### config.mk
export PLATFORM = sky130hd
export DESIGN_NAME = parallel_buffer_stage_flat
export DESIGN_NICKNAME = d
export VERILOG_FILES = /design/src/rtl/parallel_buffer_pkg.sv /design/src/rtl/parallel_buffer_stage_if.sv /design/src/rtl/parallel_buffer_cell.sv /design/src/rtl/parallel_buffer_stage.sv /design/src/flat_wrapper.sv
export SDC_FILE = /design/constraint.sdc
export NUM_CORES = 1
export LEC_CHECK = 0
export CELL_PAD_IN_SITES_DETAIL_PLACEMENT = 1
export CELL_PAD_IN_SITES_GLOBAL_PLACEMENT = 1
export CORE_MARGIN = 2
export CORE_UTILIZATION = 29
export DETAILED_ROUTE_END_ITERATION = 8
export PLACE_DENSITY = 0.83
export SLEW_MARGIN = 0
export SYNTH_ARGS = -nofsm -noshare
export SYNTH_HDL_FRONTEND = slang
export SYNTH_HIERARCHICAL = 1
export SYNTH_SLANG_ARGS = --single-unit
### constraint.sdc
create_clock -name clock -period 1.91 [get_ports clock]
set_input_delay 0.573 -clock clock [delete_from_list [all_inputs] [get_ports clock]]
set_output_delay 0.573 -clock clock [all_outputs]
set_load 0.02 [all_outputs]
### src/rtl/parallel_buffer_pkg.sv
// Shared definitions for the parallel_buffer_stage register slice.
// Optional feature macro: PARALLEL_BUFFER_LEVEL_EN (adds the level output).
package parallel_buffer_pkg;

  // Default data word width for the slice and its interface.
  localparam int PB_WIDTH_DEFAULT = 8;

  // Width of the occupancy count for a chain of 'depth' stages.
  // Counts 0..depth inclusive, so it needs clog2(depth+1) bits.
  function automatic int level_w(input int depth);
    return (depth < 1) ? 1 : $clog2(depth + 1);
  endfunction

endpackage

### src/rtl/parallel_buffer_stage_if.sv
// Valid/ready word channel used on both sides of parallel_buffer_stage.
// Optional feature macro of the slice: PARALLEL_BUFFER_LEVEL_EN (not used here).
//
// Handshake: a word transfers at a rising edge when write && ready are both 1.
// While write=1 and ready=0 the master must hold data and write unchanged;
// ready may depend combinationally on the downstream side, never on write.
interface parallel_buffer_stage_if
  import parallel_buffer_pkg::*;
#(
  parameter int WIDTH = PB_WIDTH_DEFAULT
);

  logic [WIDTH-1:0] data;   // word offered by the master
  logic             write;  // data is valid
  logic             ready;  // slave accepts data at the next rising edge

  // Producer side of a channel.
  modport master (
    output data,
    output write,
    input  ready
  );

  // Consumer side of a channel.
  modport slave (
    input  data,
    input  write,
    output ready
  );

endinterface

### src/rtl/parallel_buffer_cell.sv
// One full/data register stage of the parallel buffer chain.
// Optional feature macro of the slice: PARALLEL_BUFFER_LEVEL_EN (not used here).
//
// The stage is ready when it is empty or when the stage after it is ready,
// so a full stage can hand its word on and capture a new one in one edge.
module parallel_buffer_cell
  import parallel_buffer_pkg::*;
#(
  parameter int WIDTH = PB_WIDTH_DEFAULT
) (
  input  logic             clock,
  input  logic             reset_n,
  input  logic             valid_i,       // word offered by the previous stage
  input  logic [WIDTH-1:0] data_i,
  input  logic             ready_next_i,  // next stage (or consumer) ready
  output logic             ready_o,       // this stage accepts data_i
  output logic             full_o,        // this stage holds a valid word
  output logic [WIDTH-1:0] data_o
);

  logic             full_q;
  logic             full_d;
  logic [WIDTH-1:0] data_q;
  logic [WIDTH-1:0] data_d;

  // Ready ripples back from the consumer; empty stages are always ready.
  assign ready_o = !full_q || ready_next_i;

  // Next-state: capture on accept, empty on drain-only, otherwise hold.
  always_comb begin
    full_d = full_q;
    data_d = data_q;
    if (valid_i && ready_o) begin
      data_d = data_i;
      full_d = 1'b1;
    end else if (ready_next_i) begin
      full_d = 1'b0;
    end
  end

  // Stage registers; data keeps its last value when the stage empties.
  always_ff @(posedge clock or negedge reset_n) begin
    if (!reset_n) begin
      full_q <= 1'b0;
      data_q <= '0;
    end else begin
      full_q <= full_d;
      data_q <= data_d;
    end
  end

  assign full_o = full_q;
  assign data_o = data_q;

endmodule

### src/rtl/parallel_buffer_stage.sv
// Valid/ready register slice built from DEPTH chained one-word stages.
// Breaks timing paths between producer and consumer: data_out and write_out
// come straight from the last stage's registers. write_ready is combinational
// through the ready chain so a full chain with a ready consumer still streams
// one word per cycle.
// Optional feature macro: PARALLEL_BUFFER_LEVEL_EN adds the 'level' output,
// a registered count of occupied stages.
module parallel_buffer_stage
  import parallel_buffer_pkg::*;
#(
  parameter int WIDTH = PB_WIDTH_DEFAULT,
  parameter int DEPTH = 1
) (
  input  logic                   clock,
  input  logic                   reset_n,
  // Producer side: up.data = data_in, up.write = write_in, up.ready = write_ready
  parallel_buffer_stage_if.slave  up,
  // Consumer side: dn.data = data_out, dn.write = write_out, dn.ready = next_ready
  parallel_buffer_stage_if.master dn
`ifdef PARALLEL_BUFFER_LEVEL_EN
  ,
  output logic [level_w(DEPTH)-1:0] level
`endif
);

  // Stage chain: stage 0 faces the producer, stage DEPTH-1 the consumer.
  for (genvar k = 0; k < DEPTH; k++) begin : g_stage
    logic             valid_in_w;
    logic [WIDTH-1:0] data_in_w;
    logic             ready_next_w;
    logic             ready_w;
    logic             full_w;
    logic [WIDTH-1:0] data_w;

    // Forward path: stage k takes the previous stage's registered word.
    if (k == 0) begin : g_head
      assign valid_in_w = up.write;
      assign data_in_w  = up.data;
    end else begin : g_link
      assign valid_in_w = g_stage[k-1].full_w;
      assign data_in_w  = g_stage[k-1].data_w;
    end

    // Backward path: ready comes from the next stage or from the consumer.
    if (k == DEPTH - 1) begin : g_tail
      assign ready_next_w = dn.ready;
    end else begin : g_mid
      assign ready_next_w = g_stage[k+1].ready_w;
    end

    parallel_buffer_cell #(
      .WIDTH (WIDTH)
    ) u_cell (
      .clock        (clock),
      .reset_n      (reset_n),
      .valid_i      (valid_in_w),
      .data_i       (data_in_w),
      .ready_next_i (ready_next_w),
      .ready_o      (ready_w),
      .full_o       (full_w),
      .data_o       (data_w)
    );
  end

  assign up.ready = g_stage[0].ready_w;
  assign dn.write = g_stage[DEPTH-1].full_w;
  assign dn.data  = g_stage[DEPTH-1].data_w;

`ifdef PARALLEL_BUFFER_LEVEL_EN
  localparam int LW = level_w(DEPTH);

  logic          accept_w;
  logic          drain_w;
  logic [LW-1:0] level_q;
  logic [LW-1:0] level_d;

  assign accept_w = up.write && g_stage[0].ready_w;
  assign drain_w  = g_stage[DEPTH-1].full_w && dn.ready;

  // Occupancy moves only when exactly one of accept/drain happens.
  always_comb begin
    level_d = level_q;
    case ({accept_w, drain_w})
      2'b10:   level_d = level_q + LW'(1);
      2'b01:   level_d = level_q - LW'(1);
      default: level_d = level_q;
    endcase
  end

  // Occupancy register.
  always_ff @(posedge clock or negedge reset_n) begin
    if (!reset_n) begin
      level_q <= '0;
    end else begin
      level_q <= level_d;
    end
  end

  assign level = level_q;
`else
  // Without the level feature the slice carries no occupancy counter.
`endif

endmodule

### src/flat_wrapper.sv
// flat-port wrapper written by rule: the top's interface ports become plain ports
module parallel_buffer_stage_flat import parallel_buffer_pkg::*;
#(
  parameter int WIDTH = PB_WIDTH_DEFAULT,
  parameter int DEPTH = 1
)
  (clock, reset_n, up_data, up_write, up_ready, dn_data, dn_write, dn_ready);
  parallel_buffer_stage_if #(.WIDTH(WIDTH)) up_i ();
  parallel_buffer_stage_if #(.WIDTH(WIDTH)) dn_i ();
  input  logic clock;
  input  logic reset_n;
  input wire logic [$bits(up_i.data)-1:0] up_data;
  input wire logic [$bits(up_i.write)-1:0] up_write;
  output wire logic [$bits(up_i.ready)-1:0] up_ready;
  output wire logic [$bits(dn_i.data)-1:0] dn_data;
  output wire logic [$bits(dn_i.write)-1:0] dn_write;
  input wire logic [$bits(dn_i.ready)-1:0] dn_ready;
  assign up_i.data = up_data;
  assign up_i.write = up_write;
  assign up_ready = up_i.ready;
  assign dn_data = dn_i.data;
  assign dn_write = dn_i.write;
  assign dn_i.ready = dn_ready;
  parallel_buffer_stage #(.WIDTH(WIDTH), .DEPTH(DEPTH)) u_core (.clock(clock), .reset_n(reset_n), .up(up_i), .dn(dn_i));
endmodule
* After elaboration in Yosys (flattened, before gate mapping)
Index checks and enable logic that the tools add are counted.
** Word-level totals
- Bits in registers :: 9
- Input bits :: 12
- Output and inout port bits :: 10
** Cells by class
- Muxes and demuxes :: 2
- Reductions and logical operators :: 4
** Operator list (number)
- 1-bit 2-to-1 mux :: 2
- 2-bit nonzero test :: 1
- 1-bit logical AND :: 1
- 1-bit logical NOT :: 1
- 1-bit logical OR :: 1

* Depth between registers and ports, before layout
Gate-level depths: netlist (run 1).
- Depth in word-level cells :: 4
- Gate-level depth with buffers :: 3
- Mapped depth without buffers :: 3

* Worst setup path before layout (run 1)
OpenSTA, ideal clock, no wires.
- Path kind :: in2out
- Start :: in dn_ready
- End :: out up_ready
- Data arrival time :: 0.749 ns
- Required time :: 1.337 ns
- Path slack :: 0.588 ns
- Cell stages on the path :: 1
- Cell sequence :: nand2b_4
** Between the ends
- Cells in the longest elaborated chain, start to end :: 1
** RTL lines
- from (decl) :: line flat_wrapper.sv:17 : input wire logic [$bits(dn_i.ready)-1:0] dn_ready;
- 1-bit logical OR :: line parallel_buffer_cell.sv:27 : assign ready_o = !full_q || ready_next_i;
- to (decl) :: line flat_wrapper.sv:14 : output wire logic [$bits(up_i.ready)-1:0] up_ready;
Every way passes these cells.

* Worst setup path after layout (run 1)
Same ends and word-level chain as after synthesis.

==> metrics, run 1 <==
final worst path period share=0.982; ANT cells=0; register bit count reported by yosys=9; R2R depth=4; Clock Pin Slew Worst Setup and Hold Paths=0.06 ns; leakage power=0.000292 uW; Post-CTS Setup Bufs=0; ranking of synthesized cells by area=dfrtp_1 58%, mux2_4 31%, nand2_8 5.2%; Pre-antenna DRT Iters=3; CTS tree=yes; Die Ht=40.5 um; Synth Warn #=6; post-synth top area cell=dfrtp_1; IO Count=22; slew at the pin closest to its max-slew limit=0.405 ns; vias in the first global route=306; syn avg cell area=19.3 um^2; Post-Syn Instances=20; synth unique cells=5; layout cells sized above 1=0.326; Tmin final=1.88 ns; # DRC=0; final wirelength=829 um; Synth top cells by count=9 x dfrtp_1, 8 x mux2_4, 1 x nand2_8, 1 x nand2b_1, 1 x nand2b_4; Worst setup EP type=output port; ys flop type=dfrtp_1; Sink Count=9; Netlist Area Pre-Place=385 um^2; crit path max fanout=2; Port-buffer cells=21; RSZ-0062 raised after global routing=false; endpoints failing hold=0; sequential element share of the synthesized area=0.584; largest net degree at the start of global routing=10; CP arrival=1.30 ns; Initial Util=0.304; row count=13; share of the synthesized area in the top cell type=0.584; Syn Nets=32; Final ANT Viol Nets=0; Critical Path, Cell by Cell=clkdlybuf4s50_1, nand2b_4, buf_2; hold path startpoint=u_core/g_stage[0].u_cell/data_o[1]$_DFFE_PN0P_; final setup fails=0; Worst EP required=1.34 ns; Worst Skew=0.00347 ns; chip width=40.5 um; die area=1640 um^2; Congestion Overflow GR=0; max frequency=0.533 GHz; Final GP Congestion=0.615; Final Max Slew Viols=0; run status=finished, final reports clean; worst rel slew slack=0.729; gr usage total=0.132; Final #Nets=59; number of flops mapped to enable cells by yosys=0; Core Region=1270 um^2; Placed Cells=57; multi-input logic area=160 um^2; Vias/cell=4.18; Num CTS Buffers=3; drt first-iter violations=3; global-route wire length before repair=1320 um; Sequential Area=225 um^2; number of fill cells=136; Finished Core Util=0.507; crit start category=primary input; Max Cap Viol=0; DP Wirelength=631 um; power after layout=554 uW; CP max stage cell=clkdlybuf4s50_1; Worst R2R Start=u_core/g_stage[0].u_cell/full_o$_DFFE_PN0P_; DR WL/cell=13.6 um; Crit path largest cell delay=0.46 ns; Clock Root Buffer=clkbuf_4; initial antenna violation count=0; H-Tree Depth=1; Peak VDD IR=304 uV; Hold WC Path Type=reg -> reg; area grow syn2layout=66.9%; worst hold path depth=1; Setup CP Type=in -> out; total number of vias=255; later-pin clock latency in the skew report=0.25 ns; Setup crit start=dn_ready; clock tree buffer depth=2; Async SR Flop Fraction=1.00; PwrDens=862 nW/um^2; most common cell in the netlist=dfrtp_1; post-route non-filler standard cell count=61
[area by class of cell]
type	instances	share of cell area
Tap cell	15	0.0292
Timing Repair Buffer	22	0.331
Multi-Input combinational cell	11	0.249
Clock buffer	4	0.0409
Sequential cell	9	0.350
[metal layers]
layer  share of wire  track usage  vias to the layer above
li1                -            -                      121
met1            0.44        0.136                      113
met2            0.45        0.218                       21
met3            0.11       0.0444                        0
met4               0        0.100                        0
met5               0            0                        -
[logic make-up (layout without fill, tap and decap cells)]
logic type / count (synthesis) / in the layout / share of synthesized area
buffers and inverters: 0 / 26 / 0
DFF: 9 / 9 / 0.584
and+or+nand+nor: 3 / 3 / 0.104
muxes: 8 / 8 / 0.312
[registers in the layout, summed over array words and instances, names as in the netlist]
signal,cells
u_core/g_stage.u_cell/data_o,8
u_core/g_stage.u_cell/full_o,1
[critical path: cells and delay by family]
family                 cells  cell delay [ns]
buffers and inverters      2             0.62
and+or+nand+nor            1             0.12
[where the power goes]
group          internal, uW  switching, uW
combinational           107           71.5
clock                  80.2           62.1
sequential              217           16.4
[cell usage in the layout (no fill, tap or decap), drive strengths merged]
| master | synthesis | routed |
|---|---|---|
| buf | 0 | 2 |
| clkbuf | 0 | 4 |
| clkdlybuf4s50 | 0 | 20 |
| dfrtp | 9 | 9 |
| mux2 | 8 | 8 |
| nand2 | 1 | 1 |
| nand2b | 2 | 2 |
[final timing paths]
check	end	slack, ns
setup / recovery	up_ready	0.03
hold / removal	u_core/g_stage[0].u_cell/data_o[1]$_DFFE_PN0P_	0.51
setup reg to reg	u_core/g_stage[0].u_cell/data_o[2]$_DFFE_PN0P_	0.78
hold reg to reg	u_core/g_stage[0].u_cell/data_o[1]$_DFFE_PN0P_	0.51
max in group asynchronous	u_core/g_stage[0].u_cell/data_o[2]$_DFFE_PN0P_	1.01
min in group asynchronous	u_core/g_stage[0].u_cell/data_o[6]$_DFFE_PN0P_	0.61
[stage by stage]
step / setup WS (ns) / TNS (ns) / instance area (um^2) / hold slack, ns
after floorplan: 0.588 / 0 / 385 / 0.277
after global placement: -0.402 / -0.402 / 622 / 0.492
after detailed placement: -0.414 / -0.414 / 622 / 0.499
after CTS: 0.0256 / 0 / 643 / 0.516
after global routing: 0.0113 / 0 / 643 / 0.534
final: 0.0334 / 0 / 643 / 0.513
[repair_timing]
item | 4_1_cts | 5_1_grt
hold buffers | 0 | 0
setup endpoints to repair | 1 | 0
resized for setup | 4 | 0
Note: power is estimated with default switching activity, not from simulation.
==> run 2: changes to the inputs <==
==> constraint.sdc (replaced) <==
create_clock -name clock -period 1.91 [get_ports clock]
set_input_delay 0.2865 -clock clock [delete_from_list [all_inputs] [get_ports clock]]
set_output_delay 0.2865 -clock clock [all_outputs]
set_load 0.02 [all_outputs]
==> run 2 against run 1 <==
Against the previous run:
- sequential power about the same
- critical path depth unchanged
- total power up 0.13%
- worst hold slack worse by 0.18 ns
- sequential cell count unchanged
- combinational power about the same
- via count up 1.6%
- critical endpoint unchanged
- clock power about the same
==> metrics, run 2 (same netlist as run 1, synthesis figures left out) <==
Core Region=1270 um^2 (unchanged); RSZ-0062 raised after global routing=false (unchanged); Sink Count=9 (unchanged); worst rel slew slack=0.719 (was 0.729); Critical Path Sink=up_ready (unchanged); leakage power=0.000288 uW (was 0.000292 uW); Die Ht=40.5 um (unchanged); max reg flops=8 (unchanged); vias in the first global route=299 (was 306); Vias/cell=4.32 (was 4.18); # DRC=0 (unchanged); reg2reg setup slack=0.86 ns (was 0.78 ns); Setup crit start=dn_ready (unchanged); CP arrival=1.51 ns (was 1.30 ns); reg-to-reg endpoint=u_core/g_stage[0].u_cell/data_o[5]$_DFFE_PN0P_ (was u_core/g_stage[0].u_cell/data_o[2]$_DFFE_PN0P_); CP max stage cell=clkdlybuf4s50_1 (unchanged); Worst EP required=1.62 ns (was 1.34 ns); Tmin final=1.80 ns (was 1.88 ns); largest net degree at the start of global routing=10 (unchanged); layout cells sized above 1=0.289 (was 0.326); Clock Pin Slew Worst Setup and Hold Paths=0.06 ns (about the same); Final Max Slew Viols=0 (unchanged); Post-CTS Resized=0 (was 4); commonest non-fill, non-tap cell in the layout=clkdlybuf4s50_1 (unchanged); Net Sw Power=151 uW (was 150 uW); final worst path period share=0.942 (was 0.982); Clock Root Buffer=clkbuf_4 (unchanged); Initial Util=0.304 (unchanged); global-route wire length before repair=1300 um (was 1320 um); Placed Cells=56 (was 57); final setup fails=0 (unchanged); Port-buffer cells=21 (unchanged); Final #Nets=58 (was 59); setup TNS=0 ns (unchanged); gr usage total=0.134 (was 0.132); Finished Core Util=0.505 (was 0.507); Num CTS Buffers=3 (unchanged); internal power=404 uW (about the same); Worst Skew=0.00275 ns (was 0.00347 ns); area grow syn2layout=66.2% (was 66.9%); most frequent cells in the layout=21 x clkdlybuf4s50_1, 9 x dfrtp_1, 8 x mux2_4, 3 x clkbuf_4 (was 20 x clkdlybuf4s50_1, 9 x dfrtp_1, 8 x mux2_4, 3 x clkbuf_4); Sequential Area=225 um^2 (unchanged); Congestion Overflow GR=0 (unchanged); Worst setup EP type=output port (unchanged); total number of vias=259 (was 255); crit start category=primary input (unchanged); CTS tree=yes (unchanged); H-Tree Depth=1 (unchanged); chip width=40.5 um (unchanged); Max Cap Viol=0 (unchanged); hold_buf cts=0 (unchanged); clock tree buffer depth=2 (unchanged); Pre-antenna DRT Iters=1 (was 3); slew at the pin closest to its max-slew limit=0.420 ns (was 0.405 ns); initial antenna violation count=0 (unchanged); max frequency=0.556 GHz (was 0.533 GHz); multi-input logic area=160 um^2 (unchanged); Hold WC Path Type=in -> async (was reg -> reg); crit path max fanout=3 (was 2); later-pin clock latency in the skew report=0.25 ns (about the same); die area=1640 um^2 (unchanged); endpoints failing hold=0 (unchanged); Crit path largest cell delay=0.62 ns (was 0.46 ns); row count=13 (unchanged); post-route non-filler standard cell count=60 (was 61); Final GP Congestion=0.578 (was 0.615); run status=finished, final reports clean (unchanged); number of fill cells=139 (was 136); DP Wirelength=678 um (was 631 um); final wirelength=893 um (was 829 um); PwrDens=867 nW/um^2 (was 862 nW/um^2); Reg power frac=0.421 (about the same); Switching Fraction=0.272 (was 0.270); Critical Path Stages=3 (unchanged); most used cell, CP=clkdlybuf4s50_1; Clock Power Share=0.256 (was 0.257); Peak VDD IR=289 uV (was 304 uV); Post-CTS Setup Bufs=0 (unchanged); IO Count=22 (unchanged); DR WL/cell=14.9 um (was 13.6 um); Final ANT Viol Nets=0 (unchanged); Setup CP Type=in -> out (unchanged); ANT cells=0 (unchanged); R2R depth=3 (was 4); drt first-iter violations=0 (was 3); Worst R2R Start=u_core/g_stage[0].u_cell/full_o$_DFFE_PN0P_ (unchanged); CP Buf/Inv Count=2 (unchanged); CP delay by family, top=buffers and inverters (unchanged); combinational share of power=0.323 (was 0.322); Critical Path, Cell by Cell=clkdlybuf4s50_1, nand2b_4, clkdlybuf4s50_1 (was clkdlybuf4s50_1, nand2b_4, buf_2)
[run 2: cell types whose count changed in the layout (fill, tap and decap cells not counted)]
cell             before  now
clkdlybuf4s50_1      20   21
buf_4                 1    0
buf_2                 1    0
[run 2: stage by stage]
step	hold WS [ns]	power, uW	instance area [um^2]	setup WS [ns]
floorplan	-0.00909	323	385	0.745
global placement	0.492	410	614	0.117
detailed placement	0.500	416	614	0.110
CTS	0.341	565	641	0.104
global route	0.335	590	641	0.0639
finish	0.333	555	641	0.110
[run 2: layout make-up]
type | count | area share
flip-flops and latches | 9 | 0.352
repair buffers | 21 | 0.328
multi-input cells | 11 | 0.250
clock buffers | 4 | 0.0410
well taps | 15 | 0.0293
[run 2: worst reg2reg max path, stage by stage (launching register included)]
cell	delay, ns
dfrtp_1	0.40
nand2b_4	0.12
nand2_8	0.09
mux2_4	0.32
[run 2: per-layer routing]
layer  vias up  wire length, um  part of all wire  track usage
met2        21              423              0.47        0.226
met5         -                0                 0            0
met4         0                0                 0       0.0750
met1       119              360              0.40        0.137
met3         0              109              0.12       0.0556
li1        119                -                 -            -
[run 2: power by group through the flow]
stage,Sequential (uW),Combinational (uW),Clock (uW)
after floorplan,268,54.6,0
after global placement,234,176,0
after detailed placement,237,180,0
after CTS,234,181,150
after global routing,237,190,163
final,234,180,142
[run 2: worst min-delay path by stage]
stage	from	end
finish	reset_n	u_core/g_stage[0].u_cell/data_o[1]$_DFFE_PN0P_
global route	reset_n	u_core/g_stage[0].u_cell/data_o[1]$_DFFE_PN0P_
CTS	reset_n	u_core/g_stage[0].u_cell/data_o[1]$_DFFE_PN0P_
detailed placement	u_core/g_stage[0].u_cell/data_o[1]$_DFFE_PN0P_	u_core/g_stage[0].u_cell/data_o[1]$_DFFE_PN0P_
global placement	u_core/g_stage[0].u_cell/data_o[2]$_DFFE_PN0P_	u_core/g_stage[0].u_cell/data_o[2]$_DFFE_PN0P_
floorplan	reset_n	u_core/g_stage[0].u_cell/data_o[0]$_DFFE_PN0P_
==> RTL edit: new RTL, settings of run 1 <==
Change the package constant `PB_WIDTH_DEFAULT` from 8 to 12.
--- a/src/rtl/parallel_buffer_pkg.sv
+++ b/src/rtl/parallel_buffer_pkg.sv
@@ -5,3 +5,3 @@
   // Default data word width for the slice and its interface.
-  localparam int PB_WIDTH_DEFAULT = 8;
+  localparam int PB_WIDTH_DEFAULT = 12;
 
Ports: changed (resized dn_data and up_data); port bits go from 22 to 30. The function was not compared with the original's and may differ.
==> RTL edit against run 1 <==
Total power up 34%; final cell count up 43%; clock power up 15%; final area up 37%; clock skew down 0.0018 ns; sequential cell count up 4; synthesized area up 43%; count of clock-buffer cells in the layout unchanged; wire length up 40%; setup slack better by 0.011 ns.
==> RTL edit: results (changes against run 1) <==
[run_status]
status = completed  ; unchanged

[power_and_ir_drop]
clk-power_uw = 163  ; was 142 µW
vdd_ir_drop_max_mv = 0.4271  ; was 0.3043 mV
internal-power_uw = 543.0  ; was 404.4 µW
p_leak_uw = 0.0003982  ; was 0.0002920 µW
seq-power_uw = 336  ; was 234 µW
power_frac_clock_pct = 21.9  ; was 25.7%

[critical_path]
reg2reg_to = u_core/g_stage[0].u_cell/data_o[8]$_DFFE_PN0P_  ; was u_core/g_stage[0].u_cell/data_o[2]$_DFFE_PN0P_
r2r_setup_slack_ns = 0.65  ; was 0.78 ns

[worst_hold_path]
hold_path_startpoint = u_core/g_stage[0].u_cell/data_o[7]$_DFFE_PN0P_  ; was u_core/g_stage[0].u_cell/data_o[1]$_DFFE_PN0P_
min_to = u_core/g_stage[0].u_cell/data_o[7]$_DFFE_PN0P_  ; was u_core/g_stage[0].u_cell/data_o[1]$_DFFE_PN0P_

[timing]
slew_headroom_pct = 61.49  ; was 72.90%
min_period_ns = 1.866  ; was 1.877 ns
fin_hold_ws_ns = 0.5047  ; was 0.5129 ns
skew_ns = 0.001673  ; was 0.003471 ns

[layout]
final_layout_size_suffix_gt1_share_pct = 30.65  ; was 32.61%
instances_no_fill = 87  ; was 61
regArea_um2 = 325.3  ; was 225.2 µm²
largest_reg_flops = 12  ; was 8

[yosys]
yosysUniqueCellTypes = 7  ; was 5
syn_area_per_cell_um2 = 18.98  ; was 19.27 µm²
ys_seq_area_share_pct = 59.09  ; was 58.44%
syn-num-nets = 45  ; was 32
synth_area_leaders = dfrtp_1 59%, mux2_4 27%, mux2_2 4.1%  ; was dfrtp_1 58%, mux2_4 31%, nand2_8 5.2%
synth.area.mux_share_pct = 31.36  ; was 31.17%

[global_routing]
grt_pass1_vias = 431  ; was 306
grtUsageTotal_pct = 12.65  ; was 13.20%
grt_pass1_wl_um = 1842  ; was 1317 µm
grt_max_degree = 14  ; was 10

[place]
place_area_um2 = 859.6  ; was 621.8 µm²
dpl.cell_count = 83  ; was 57
gp_congestion = 0.6101  ; was 0.6147

[clock_tree]
insertion_delay_ns = 0.27  ; was 0.25 ns

[routing]
vias = 363  ; was 255
first_iter_violations = 0  ; was 3
wirelength_um = 1164  ; was 829 µm
dr.pass1.iters = 1  ; was 3

[RTL edit: metal layers]
layer  vias up  share of wire, %  global-route usage (%)
li1        166                 -                       -
met1       179                38                   12.82
met2        16                55                   22.43
met3         2               5.8                   2.642
met4         0               1.6                   9.730
met5         -                 0                       0
[RTL edit: cell families (layout without fill, tap and decap cells)]
group | Yosys count | count (layout)
DFF | 13 | 13
muxes | 12 | 12
and+or+nand+nor | 3 | 3
buffers and inverters | 1 | 34
[RTL edit: repair_timing]
| action | CTS | global route |
|---|---|---|
| gates resized for setup | 4 | 0 |
| setup buffers | 0 | 0 |
| endpoints found under the setup margin | 1 | 0 |
[RTL edit: area by class of cell]
cell class                 instances  share of cell area, %
clock buffer                       4                  2.983
tap                               25                  3.551
sequential                        13                  36.93
multi-input combinational         15                  23.30
timing repair buffer              30                  33.24
[RTL edit: worst max-delay path, stage by stage]
cell             delay, ns
clkdlybuf4s50_1       0.45
nand2b_4              0.11
buf_2                 0.16
